**src/rtl/alu_issue_pkg.sv**
```systemverilog
// Shared types for the ALU issue stage: decoded instruction format,
// the trimmed entry held in the issue buffer, and operand-usage helpers.
package alu_issue_pkg;

    localparam int REG_COUNT = 32;

    typedef enum logic [1:0] {
        INSTR_OP     = 2'd0,
        INSTR_OP_IMM = 2'd1,
        INSTR_NONE   = 2'd2
    } instr_kind_e;

    typedef struct packed {
        instr_kind_e kind;
        logic [4:0]  rd;
        logic [4:0]  rs1;
        logic [4:0]  rs2;
        logic [2:0]  funct3;
        logic [6:0]  funct7;
        logic [31:0] imm;
        logic [31:0] rs1_val;
        logic [31:0] rs2_val;
    } decoded_instr;

    // Buffered form: operand values are resolved at issue time, so they are not stored.
    typedef struct packed {
        instr_kind_e kind;
        logic [4:0]  rd;
        logic [4:0]  rs1;
        logic [4:0]  rs2;
        logic [2:0]  funct3;
        logic [6:0]  funct7;
        logic [31:0] imm;
    } issue_entry;

    function automatic issue_entry to_entry(input decoded_instr d);
        issue_entry e;
        e.kind   = d.kind;
        e.rd     = d.rd;
        e.rs1    = d.rs1;
        e.rs2    = d.rs2;
        e.funct3 = d.funct3;
        e.funct7 = d.funct7;
        e.imm    = d.imm;
        return e;
    endfunction

    // rs1 is read by both register and immediate forms.
    function automatic logic uses_rs1(input instr_kind_e k);
        return (k == INSTR_OP) || (k == INSTR_OP_IMM);
    endfunction

    // For immediate forms the rs2 field holds immediate bits, not a register.
    function automatic logic uses_rs2(input instr_kind_e k);
        return (k == INSTR_OP);
    endfunction

endpackage

```
**src/rtl/alu_issue_if.sv**
```systemverilog
// Decoupled valid/ready channel carrying one decoded instruction.
interface alu_issue_if;
    import alu_issue_pkg::*;

    logic         valid;
    logic         ready;
    decoded_instr data;

    modport master (output valid, output data, input ready);
    modport slave  (input valid, input data, output ready);

endinterface

```
**src/rtl/alu_issue_scoreboard.sv**
```systemverilog
// Scoreboard of registers with an in-flight writer. A set and a clear of the
// same index in one cycle leaves the bit set (the new writer is younger).
// x0 is never marked pending.
module scoreboard
    import alu_issue_pkg::*;
(
    input  logic                 clk,
    input  logic                 rst,
    input  logic                 set_en,
    input  logic [4:0]           set_idx,
    input  logic                 clr_en,
    input  logic [4:0]           clr_idx,
    input  logic                 flush,
    output logic [REG_COUNT-1:0] pending
);

    logic [REG_COUNT-1:0] pending_next;

    // Apply clear first so a same-index set overrides it; then pin x0 low.
    always_comb begin
        pending_next = pending;
        if (clr_en) begin
            pending_next[clr_idx] = 1'b0;
        end
        if (set_en) begin
            pending_next[set_idx] = 1'b1;
        end
        pending_next[0] = 1'b0;
    end

    // Pending mask register; flush squashes everything, including this cycle's writeback.
    always_ff @(posedge clk or negedge rst) begin
        if (!rst) begin
            pending <= '0;
        end else if (flush) begin
            pending <= '0;
        end else begin
            pending <= pending_next;
        end
    end

endmodule

```
**src/rtl/alu_issue.sv**
```systemverilog
// Issue stage in front of the integer ALU: 2-entry instruction buffer,
// register file read from the head entry, RAW hazard stall against a
// pending-writer scoreboard, and operand resolution.
// Build option: define ALU_ISSUE_BYPASS_EN to forward the writeback value
// to a waiting consumer in the same cycle; otherwise the consumer waits for
// the register file to be written.
module alu_issue
    import alu_issue_pkg::*;
#(
    parameter int DEPTH = 2
) (
    input  logic        clk,
    input  logic        rst,
    alu_issue_if.slave  decoded,
    alu_issue_if.master issued,
    output logic [4:0]  rf_rs1_idx,
    input  logic [31:0] rf_rs1_val,
    output logic [4:0]  rf_rs2_idx,
    input  logic [31:0] rf_rs2_val,
    input  logic        wb_valid,
    input  logic [4:0]  wb_rd_idx,
    input  logic [31:0] wb_rd_val,
    input  logic        flush
);

    localparam int CNT_W = $clog2(DEPTH + 1);

    issue_entry           head_q;
    issue_entry           tail_q;
    logic [CNT_W-1:0]     count_q;
    logic                 empty;
    logic                 full;
    logic                 enq;
    logic                 deq;
    issue_entry           incoming;
    logic [REG_COUNT-1:0] pending;
    logic [4:0]           rs1;
    logic [4:0]           rs2;
    logic                 byp1;
    logic                 byp2;
    logic                 hazard;
    logic [31:0]          rs1_val;
    logic [31:0]          rs2_val;
    decoded_instr         out_instr;
    logic                 unused_in_vals;

    assign empty    = (count_q == '0);
    assign full     = (count_q == CNT_W'(DEPTH));
    assign incoming = to_entry(decoded.data);

    // Incoming operand values are recomputed here, so those fields are dropped.
    assign unused_in_vals = ^{decoded.data.rs1_val, decoded.data.rs2_val};

    assign decoded.ready = !full && !flush;
    assign enq           = decoded.valid && decoded.ready;
    assign deq           = issued.valid && issued.ready;

    // FIFO of two slots kept as head/tail registers; the tail shifts into the head on dequeue.
    always_ff @(posedge clk or negedge rst) begin
        if (!rst) begin
            head_q  <= '0;
            tail_q  <= '0;
            count_q <= '0;
        end else if (flush) begin
            count_q <= '0;
        end else begin
            case ({enq, deq})
                2'b10: begin
                    if (empty) begin
                        head_q <= incoming;
                    end else begin
                        tail_q <= incoming;
                    end
                    count_q <= count_q + CNT_W'(1);
                end
                2'b01: begin
                    head_q  <= tail_q;
                    count_q <= count_q - CNT_W'(1);
                end
                2'b11: begin
                    head_q <= incoming;
                end
                default: begin
                end
            endcase
        end
    end

    assign rs1        = head_q.rs1;
    assign rs2        = head_q.rs2;
    assign rf_rs1_idx = rs1;
    assign rf_rs2_idx = rs2;

`ifdef ALU_ISSUE_BYPASS_EN
    assign byp1 = wb_valid && (wb_rd_idx == rs1);
    assign byp2 = wb_valid && (wb_rd_idx == rs2);
`else
    logic unused_wb_val;
    assign byp1          = 1'b0;
    assign byp2          = 1'b0;
    assign unused_wb_val = ^wb_rd_val;
`endif

    // Stall while any used source has an in-flight writer not being forwarded this cycle.
    always_comb begin
        hazard = 1'b0;
        if (uses_rs1(head_q.kind) && pending[rs1] && (rs1 != 5'd0) && !byp1) begin
            hazard = 1'b1;
        end
        if (uses_rs2(head_q.kind) && pending[rs2] && (rs2 != 5'd0) && !byp2) begin
            hazard = 1'b1;
        end
    end

    // Operand selection: x0 reads zero, then forwarded writeback, then register file.
    always_comb begin
        rs1_val = rf_rs1_val;
        rs2_val = rf_rs2_val;
`ifdef ALU_ISSUE_BYPASS_EN
        if (byp1) begin
            rs1_val = wb_rd_val;
        end
        if (byp2) begin
            rs2_val = wb_rd_val;
        end
`endif
        if (rs1 == 5'd0) begin
            rs1_val = '0;
        end
        if (rs2 == 5'd0) begin
            rs2_val = '0;
        end
    end

    // Assemble the outgoing instruction from the head entry and resolved operands.
    always_comb begin
        out_instr         = '0;
        out_instr.kind    = head_q.kind;
        out_instr.rd      = head_q.rd;
        out_instr.rs1     = head_q.rs1;
        out_instr.rs2     = head_q.rs2;
        out_instr.funct3  = head_q.funct3;
        out_instr.funct7  = head_q.funct7;
        out_instr.imm     = head_q.imm;
        out_instr.rs1_val = rs1_val;
        out_instr.rs2_val = rs2_val;
    end

    assign issued.valid = !empty && !hazard && !flush;
    assign issued.data  = out_instr;

    scoreboard u_scoreboard (
        .clk     (clk),
        .rst     (rst),
        .set_en  (deq && (head_q.rd != 5'd0)),
        .set_idx (head_q.rd),
        .clr_en  (wb_valid),
        .clr_idx (wb_rd_idx),
        .flush   (flush),
        .pending (pending)
    );

endmodule

```
**src/flat_wrapper.sv**
```systemverilog
// flat-port wrapper written by rule: the top's interface ports become plain ports
module alu_issue_flat import alu_issue_pkg::*;
#(
    parameter int DEPTH = 2
)
  (clk, rst, rf_rs1_idx, rf_rs1_val, rf_rs2_idx, rf_rs2_val, wb_valid, wb_rd_idx, wb_rd_val, flush, decoded_valid, decoded_data, decoded_ready, issued_valid, issued_data, issued_ready);
  alu_issue_if decoded_i ();
  alu_issue_if issued_i ();
  input  logic clk;
  input  logic rst;
  output logic [4:0] rf_rs1_idx;
  input  logic [31:0] rf_rs1_val;
  output logic [4:0] rf_rs2_idx;
  input  logic [31:0] rf_rs2_val;
  input  logic wb_valid;
  input  logic [4:0] wb_rd_idx;
  input  logic [31:0] wb_rd_val;
  input  logic flush;
  input wire logic [$bits(decoded_i.valid)-1:0] decoded_valid;
  input wire logic [$bits(decoded_i.data)-1:0] decoded_data;
  output wire logic [$bits(decoded_i.ready)-1:0] decoded_ready;
  output wire logic [$bits(issued_i.valid)-1:0] issued_valid;
  output wire logic [$bits(issued_i.data)-1:0] issued_data;
  input wire logic [$bits(issued_i.ready)-1:0] issued_ready;
  assign decoded_i.valid = decoded_valid;
  assign decoded_i.data = decoded_data;
  assign decoded_ready = decoded_i.ready;
  assign issued_valid = issued_i.valid;
  assign issued_data = issued_i.data;
  assign issued_i.ready = issued_ready;
  alu_issue #(.DEPTH(DEPTH)) u_core (.clk(clk), .rst(rst), .decoded(decoded_i), .issued(issued_i), .rf_rs1_idx(rf_rs1_idx), .rf_rs1_val(rf_rs1_val), .rf_rs2_idx(rf_rs2_idx), .rf_rs2_val(rf_rs2_val), .wb_valid(wb_valid), .wb_rd_idx(wb_rd_idx), .wb_rd_val(wb_rd_val), .flush(flush));
endmodule
```
**config.mk**
```make
export PLATFORM = sky130hd
export DESIGN_NAME = alu_issue_flat
export DESIGN_NICKNAME = d
export VERILOG_FILES = /design/src/rtl/alu_issue_pkg.sv /design/src/rtl/alu_issue_if.sv /design/src/rtl/alu_issue_scoreboard.sv /design/src/rtl/alu_issue.sv /design/src/flat_wrapper.sv
export SDC_FILE = /design/constraint.sdc
export NUM_CORES = 1
export LEC_CHECK = 0
export CORE_AREA = 2 2 146 148
export CTS_CLUSTER_SIZE = 20
export DETAILED_ROUTE_END_ITERATION = 16
export DIE_AREA = 0 0 148 150
export PLACE_DENSITY = 0.74
export SLEW_MARGIN = 10
export SYNTH_ARGS = -nofsm -noshare
export SYNTH_HDL_FRONTEND = slang
export SYNTH_HIERARCHICAL = 1
export SYNTH_SLANG_ARGS = --single-unit
```
**constraint.sdc**
```tcl
create_clock -name clk -period 7.8 [get_ports clk]
set_clock_uncertainty 0.05 [all_clocks]
set_input_delay 1.56 -clock clk [delete_from_list [all_inputs] [get_ports clk]]
set_output_delay 1.56 -clock clk [all_outputs]
set_load 0.02 [all_outputs]
```
==> impl_metrics.env <==
export IMPL_start_util=0.384
export IMPL_dpl_cell_area_sq_mm=0.0107
export IMPL_netlist_instances=782
export IMPL_multi_input_area_sq_mm=0.00379
export IMPL_antenna_found_initial=0
export IMPL_ir_drop_mv=0.173
export IMPL_r2r_start="u_core/rf_rs1_idx[0]"
export IMPL_path_clk_slew_ns=0.06
export IMPL_clock_latency_ns=0.42
export IMPL_rsz0062_at_grt="false"
export IMPL_yosys_cell_types_count=44
export IMPL_worstHoldPathType="reg2reg"
export IMPL_cpMostUsedCell="clkdlybuf4s50_1"
export IMPL_r2r_setup_slack_ns=3.25
export IMPL_dieArea_sq_mm=0.0222
export IMPL_arrival_ns=3.45
export IMPL_dr_pass1_iters=4
export IMPL_tightest_slew_ns=1.12
export IMPL_stdcell_area_sq_mm=0.0113
export IMPL_fin_hold_ws_ns=0.458
export IMPL_maxCapViolCount=0
export IMPL_hpwl_microns=16600
export IMPL_gp_congestion=0.801
export IMPL_syn_area_sq_mm=0.00794
export IMPL_grt_pass1_vias=7100
export IMPL_cp_cell_sequence="clkdlybuf4s50_1 -> nor2_1 -> nand3_2 -> inv_2 -> clkdlybuf4s50_1"
export IMPL_ctsHoldBuffers=0
export IMPL_slowest_delay_ns=0.72
export IMPL_drtIter0Drc=369
export IMPL_fillers=1850
export IMPL_clk_path_buf_depth=2
export IMPL_seq_area_frac_synth=0.476
export IMPL_core_area_sq_mm=0.0207
export IMPL_status="finished, final reports clean"
export IMPL_setup_worst_path_start="flush"
export IMPL_syn_nets=1012
export IMPL_avgSynthCellArea_sq_um=10.2
export IMPL_setup_slack_ns=2.74
export IMPL_yosys_warnings=6
export IMPL_grt_pass1_wl_microns=39900
export IMPL_crit_type="in2out"
export IMPL_ys_async_sr_fraction=1.00
export IMPL_p_total_mw=3.32
export IMPL_io_pins=365
export IMPL_num_vias=7159
export IMPL_end_kind="output port"
export IMPL_htree_levels=4
export IMPL_finalHoldViolations=0
export IMPL_post_cts_buffers=0
export IMPL_drive_gt1_frac=0.123
export IMPL_place_ws_ns=2.73
export IMPL_fin_crit_sh=0.648
export IMPL_r2r_end="u_core/tail_q[43]"
export IMPL_cts_tree="yes"
export IMPL_p_leak_nw=4.42
export IMPL_ys_ff_latch=151
export IMPL_rows=53
export IMPL_cts_root_buf="clkbuf_16"
export IMPL_ant_nets=0
export IMPL_port_buffers=268
export IMPL_cts_buffers=17
export IMPL_syn2layout_area_growth_pct=41.7
export IMPL_relSlewSlack=0.249
export IMPL_wl_microns=25500
export IMPL_endpoint="issued_valid"
export IMPL_period_minus_slack_ns=5.06
export IMPL_grt_max_degree=95
export IMPL_start_kind="primary input"
export IMPL_grt_usage=0.232
export IMPL_die_x_microns=148
export IMPL_power_density_mw_per_mm2=295
export IMPL_slew_violations=0
export IMPL_cts_resized=0
export IMPL_synth_flop_cell="dfrtp_1"
export IMPL_diodes=0
export IMPL_dieHeight_microns=150
export IMPL_r2r_cells=7
export IMPL_synth_top_area_cell="dfrtp_1"
export IMPL_synth_edff_count=0
export IMPL_regArea_sq_mm=0.00378
export IMPL_slowest_stage="clkdlybuf4s50_1"
export IMPL_overflow=0
export IMPL_cts_sinks=151
export IMPL_synth_area_leaders="dfrtp_1 48%, mux2_2 7.4%, o21ai_0 7.1%"
export IMPL_setup_viol=0
export IMPL_finalSetupTns_ns=0
export IMPL_route_detailed_drc=0
export IMPL_required_ns=6.19
export IMPL_yosysTopAreaCellShare=0.476
export IMPL_crit_fanout=12
export IMPL_max_freq_mhz=198
export IMPL_wl_per_cell_microns=19.9
export IMPL_post_synth_top_count_cell="dfrtp_1"
export IMPL_synth_common_cells="151 x dfrtp_1, 113 x o21ai_0, 65 x nand3_1"
export IMPL_final_nets=1228
export IMPL_via_per_inst=5.57
==> through the flow <==
| step | instances | utilization |
|---|---|---|
| after floorplan | 782 | - |
| after global placement | 1254 | 0.516 |
| after detailed placement | 1254 | 0.516 |
| after CTS | 1285 | 0.544 |
| after global routing | 1285 | 0.544 |
| final | 1285 | 0.544 |
==> registers in the layout, indices dropped and copies added, names as in the netlist <==
name,flops
u_core/u_scoreboard/pending,31
u_core/count_q,2
u_core/issued.data,49
u_core/rf_rs2_idx,5
u_core/rf_rs1_idx,5
u_core/tail_q,59
==> report_power, final <==
| group | internal, mW | switching, mW |
|---|---|---|
| Clock | 0.494 | 0.317 |
| Combinational | 0.622 | 0.569 |
| Sequential | 1.05 | 0.262 |
==> area by class of cell <==
type | count | share of cell area
Timing Repair Buffer | 276 | 0.244
Tap cell | 275 | 0.0306
Sequential cell | 151 | 0.336
Multi-Input combinational cell | 547 | 0.337
Inverter | 5 | 0.00167
Clock inverter | 8 | 0.00867
Clock buffer | 23 | 0.0425
==> kinds of logic (layout without fill, tap and decap cells) <==
group / after synthesis / count (layout) / share of synthesized area
xor gates and xnor gates: 1 / 1 / 0.00110
AOI/OAI and AO/OA: 194 / 194 / 0.136
DFF: 151 / 151 / 0.476
muxes: 85 / 85 / 0.142
buffers and inverters: 84 / 312 / 0.0499
and+or+nand+nor: 266 / 266 / 0.195
other: 1 / 1 / 0.000472
==> worst min-delay path by stage <==
stage	start	endpoint	slack (ns)	depth (start not counted)
2_1_floorplan	u_core/tail_q[0]	u_core/tail_q[0]	0.43	1
3_3_place_gp	u_core/tail_q[42]	u_core/tail_q[42]	0.44	1
3_5_place_dp	u_core/tail_q[7]	u_core/tail_q[7]	0.44	1
4_1_cts	u_core/tail_q[21]	u_core/tail_q[21]	0.46	1
5_1_grt	u_core/tail_q[2]	u_core/tail_q[2]	0.47	1
6_report	u_core/tail_q[16]	u_core/tail_q[16]	0.46	1
==> worst max-delay path: cells and delay by family <==
family,cells,cell delay (ns)
and+or+nand+nor,2,0.41
buffers and inverters,3,1.47
==> cell usage in the layout (no fill, tap or decap), types with 15 or more instances in the layout <==
cell type,count
o21ai_0,113
and2_1,32
nand3_1,64
dfrtp_1,151
and2b_1,15
nor3_1,59
nor2b_1,49
clkbuf_16,17
a31oi_1,59
mux2_2,52
clkdlybuf4s50_1,267
==> metal layers <==
layer | vias up | share of wire | global-route usage | wire length (microns)
met4 | 0 | 0.019 | 0.0724 | 497
met1 | 3535 | 0.40 | 0.287 | 10100
li1 | 3277 | - | - | -
met2 | 315 | 0.50 | 0.386 | 12700
met3 | 32 | 0.089 | 0.0771 | 2270
met5 | - | 0 | 0 | 0
(Power assumes the default switching activity.)
